## config.mk

```make
export PLATFORM = sky130hd
export DESIGN_NAME = exp_delay_line
export DESIGN_NICKNAME = d
export VERILOG_FILES = /design/src/rtl/vector_check_pkg.sv /design/src/rtl/exp_delay_line.sv
export SDC_FILE = /design/constraint.sdc
export NUM_CORES = 1
export LEC_CHECK = 0
export CELL_PAD_IN_SITES_DETAIL_PLACEMENT = 1
export CELL_PAD_IN_SITES_GLOBAL_PLACEMENT = 1
export CORE_MARGIN = 5
export CORE_UTILIZATION = 28
export CTS_BUF_LIST = sky130_fd_sc_hd__clkbuf_4
export CTS_CLUSTER_DIAMETER = 80
export DETAILED_ROUTE_END_ITERATION = 16
export PLACE_DENSITY = 0.8
export SLEW_MARGIN = 20
export SYNTH_ARGS = -nofsm -noshare
export SYNTH_HDL_FRONTEND = slang
export SYNTH_SLANG_ARGS = --single-unit
```

## constraint.sdc

```tcl
create_clock -name clk -period 0.8 [get_ports clk]
set_input_delay 0.08 -clock clk [delete_from_list [all_inputs] [get_ports clk]]
set_output_delay 0.08 -clock clk [all_outputs]
set_load 0.05 [all_outputs]
```

## src/rtl/vector_check_pkg.sv

```systemverilog
// Shared types for the hardware response checker: FSM state encoding and the
// delay-line entry that carries one expected word toward its comparison point.
package vector_check_pkg;

  // Widest compared word the delay-line entry can carry. Wrappers use the low DATA_W bits.
  localparam int EXP_DATA_MAX_W = 32;

  typedef enum logic [1:0] {
    IDLE  = 2'd0,
    RUN   = 2'd1,
    DRAIN = 2'd2,
    DONE  = 2'd3
  } chk_state_e;

  typedef struct packed {
    logic                      valid;
    logic                      last;
    logic [EXP_DATA_MAX_W-1:0] data;
  } exp_entry_s;

endpackage

```

## src/rtl/exp_delay_line.sv

```systemverilog
// LATENCY-stage shift register of expected-word entries. It has a synchronous
// clear and an asynchronous active-low reset, and is a pass-through when LATENCY is 0.
module exp_delay_line
  import vector_check_pkg::*;
#(
  parameter int LATENCY = 1
) (
  input  logic       clk,
  input  logic       rst_n,
  input  logic       clr,
  input  exp_entry_s in_entry,
  output exp_entry_s out_entry
);

  generate
    if (LATENCY == 0) begin : g_pass
      logic unused_ports;
      assign unused_ports = clk ^ rst_n ^ clr;
      assign out_entry    = in_entry;
    end else begin : g_pipe
      exp_entry_s pipe_q [LATENCY];
      exp_entry_s pipe_d [LATENCY];

      always_comb begin
        pipe_d[0] = in_entry;
        for (int i = 1; i < LATENCY; i++) pipe_d[i] = pipe_q[i-1];
        if (clr) begin
          for (int i = 0; i < LATENCY; i++) pipe_d[i] = '0;
        end
      end

      always_ff @(posedge clk or negedge rst_n) begin
        if (!rst_n) begin
          for (int i = 0; i < LATENCY; i++) pipe_q[i] <= '0;
        end else begin
          for (int i = 0; i < LATENCY; i++) pipe_q[i] <= pipe_d[i];
        end
      end

      assign out_entry = pipe_q[LATENCY-1];
    end
  endgenerate

endmodule

```

Word level (Yosys, flattened, before mapping)
Index checks and enable logic that the tools add are counted.
{"block": "word_totals", "inputBits": 37, "out_inout_bits": 34, "mem_bits_ro": 0, "register_bits": 34, "ramBits": 0, "wordCells": 4, "n_memories": 0, "latch_bits": 0}
{"block": "classes", "bitwise_logic": 0, "addsub": 0, "eq_ne": 0, "shift": 0, "magnitude_cmp": 0, "div_mod_pow": 0, "n_reduce_logical": 0, "multipliers": 0, "mux": 1}
{"operator": "$mux 34", "n": 1}

Depth between registers and ports, before layout
Gate-level depths: netlist (run 1).
{"block": "logic_depth", "depth_word": 1, "depth_mapped": 2, "depth_no_buf": 1}

Worst setup path after synthesis (run 1)
Ideal clock, no wire load.
{"block": "synth_timing", "path_kind": "register -> output", "start": "register, netlist name out_entry[0]", "end": "output port out_entry[0] (netlist bit)", "arrival_time_ns": 0.586, "required_ns": 0.720, "n_path_buf": 0, "path_slack_ns": 0.134, "path_stages_with_launch": 1, "path_cell_list": "dfrtp_1"}
{"element": "end, declared", "line": "exp_delay_line.sv:12", "rtl": "output exp_entry_s out_entry"}
No word-level cell between the ends.

Worst setup path after layout (run 1)
{"block": "layout_timing", "start": "register, netlist name out_entry[10]", "end": "output port out_entry[10] (netlist bit)"}
No word-level cell between the ends.

==> results of run 1 <==
path summary, 6_finish.rpt:
check,from,to,slack (ns),cells past startpoint
max in group asynchronous,rst_n,out_entry[2],0.30,3
worst max-delay path,out_entry[10],out_entry[10],-0.18,1
worst min-delay path,rst_n,out_entry[21],0.24,3
min in group clk,in_entry[8],out_entry[8],0.30,2
routing by layer:
metal | wire (um) | track usage (%) | up-vias
met4 | 2 | 3.69 | 0
li1 | - | - | 367
met1 | 930 | 11.2 | 395
met2 | 2000 | 26.8 | 45
met3 | 307 | 6.20 | 2
met5 | 0 | 0 | -
timing repair:
action | 4_1_cts | 5_1_grt
hold endpoints to repair | 34 | 0
hold buffers | 1 | 0
gates resized for setup | 0 | 0
setup endpoints to repair | 34 | 34
where the power goes:
group	switching, mW	total (mW)	internal [mW]
Clock	0.515	0.914	0.399
Combinational	0.463	1.01	0.543
Sequential	0.0767	1.88	1.81
Total	1.05	3.80	2.75
cells in the final DEF, fill, tap and decap left out:
master / netlist / routed
nor2b_1: 30 / 30
dlygate4sd3_1: 0 / 1
buf_2: 0 / 1
buf_4: 0 / 4
clkdlybuf4s50_1: 0 / 35
buf_12: 0 / 34
clkbuf_4: 0 / 7
and2b_2: 4 / 4
dfrtp_1: 34 / 34
metrics by stage:
step / instances / total power [mW] / instance area (um^2) / hold slack [ns]
2_1_floorplan: 71 / 2.27 / 1110 / -0.216
3_3_place_gp: 190 / 2.90 / 2200 / 0.0251
3_5_place_dp: 190 / 2.94 / 2200 / 0.0363
4_1_cts: 198 / 3.88 / 2260 / 0.205
5_1_grt: 198 / 4.00 / 2260 / 0.244
6_report: 198 / 3.80 / 2260 / 0.241
worst min-delay path, stage by stage:
cell and delay [ns]:
dlygate4sd3_1 0.53, buf_2 0.11, buf_4 0.20
layout make-up:
cell class	instances	area, um^2
clock buffers	7	52.6
fillers	369	1480
multi-input cells	34	223
flip-flops and latches	34	851
well taps	48	60.1
repair buffers	75	1080
cells by family after synthesis:
family | count (synthesis) | synth area share, %
flip-flops | 34 | 76.8
AND/OR/NAND/NOR | 34 | 20.1
buffers and inverters | 3 | 3.05
==> impl_metrics.tcl, run 1 <==
set metrics [dict create \
    cp_top_family "flip-flops" \
    clkTransAtPathRegs_ns 0.10 \
    ys_async_sr_fraction_pct 100 \
    largest_reg_flops 34 \
    peakVddDrop_v 0.000833 \
    cts_sinks 34 \
    syn2layout_area_growth_pct 104 \
    diodes 0 \
    drtIter0Drc 23 \
    crit_arrival_ns 0.90 \
    critical_path_required_ns 0.72 \
    max_slew.worst_pin.slew_ns 0.273 \
    max_cap_viol_count 0 \
    die_h_um 72.9 \
    worstPathCellList "buf_12" \
    fmax_ghz 1.02 \
    cts_tree "yes" \
    grt_max_degree 22 \
    hp-class "input pin to async pin" \
    syn_nets 108 \
    critical_path.max_fanout 1 \
    synth_top_area_cell "dfrtp_1" \
    p_leak_nw 1.02 \
    firstDrtPassIters 2 \
    layout_setup_ws_ns -0.178 \
    cp_slowest_stage_delay_ns 0.42 \
    syn_area_um2 1110 \
    drt-total-wl_mm 3.24 \
    ys_types 4 \
    cts_buffers 5 \
    ant_nets 0 \
    core-area_um2 3740 \
    synth.most_common_cell "dfrtp_1" \
    outcome "complete, but fails checks" \
    dieArea_um2 5310 \
    synth_flop_cell "dfrtp_1" \
    grtUsageTotal_pct 13.3 \
    worstSetupPathType "flop to primary output" \
    clockBufferDepth 2 \
    num_rows 22 \
    hold_viol_final 0 \
    start_kind "flop" \
    syn_inst 71 \
    yosysTopAreaCellShare_pct 76.8 \
    violations "negative setup slack" \
    synth_area_per_cell_um2 15.6 \
    worst_setup_path_end_kind "primary output" \
    vias 809 \
    path_buf_inv 1 \
    grt_pass1_wl_mm 5.08 \
    seq_area_frac_synth_pct 76.8 \
    pre_cts_slack_ns -0.304 \
    drive_gt1_share_pct 33.3 \
    initial_utilization_pct 29.6 \
    cts_setup_buffers 0 \
    htree_levels 2 \
    rsz0062_at_grt "true" \
    slowest_stage "dfrtp_1" \
    tns_ns -5.59 \
    place_congestion 0.700 \
    final-max-slew-violation-count 0 \
    yosys_warnings 0 \
    wl_per_cell_um 16.4 \
    ios 71 \
    first_global_vias 965 \
    cts_root_buf "clkbuf_4" \
    portBuffers 70 \
    die_w_um 72.9 \
    final_nets 187 \
    synth.area.top_cells "dfrtp_1, nor2b_1, and2b_2, buf_6" \
    fin_crit_sh_pct 122 \
    powerDensity_nw_per_um2 1680 \
    slew_headroom_pct 81.8 \
    antenna_found_initial 0 \
    setup_viol 34 \
    synth_common_cells "dfrtp_1, nor2b_1, and2b_2, buf_6" \
    synth_edf_count 0 \
    ys_ff_latch 34 \
    dp_hpwl_mm 2.76 \
    drc_errors 0 \
    postLayoutCoreUtil_pct 60.4 \
    overflow 0 \
    vias_per_cell 4.09 \
    layout_min_cycle_time_ns 0.978 \
]
Note: power is estimated with default switching activity, not from simulation.
==> run 2, diff against run 1 <==
--- a/config.mk
+++ b/config.mk
@@ -5,12 +5,14 @@
 export SDC_FILE = /design/constraint.sdc
 export NUM_CORES = 1
 export LEC_CHECK = 0
+export CAP_MARGIN = 10
 export CELL_PAD_IN_SITES_DETAIL_PLACEMENT = 1
 export CELL_PAD_IN_SITES_GLOBAL_PLACEMENT = 1
 export CORE_MARGIN = 5
 export CORE_UTILIZATION = 28
 export CTS_BUF_LIST = sky130_fd_sc_hd__clkbuf_4
 export CTS_CLUSTER_DIAMETER = 80
+export CTS_CLUSTER_SIZE = 24
 export DETAILED_ROUTE_END_ITERATION = 16
 export PLACE_DENSITY = 0.8
 export SLEW_MARGIN = 20
==> results of run 2 <==
The final DEF is identical to that of run 1; final timing and power are the same.
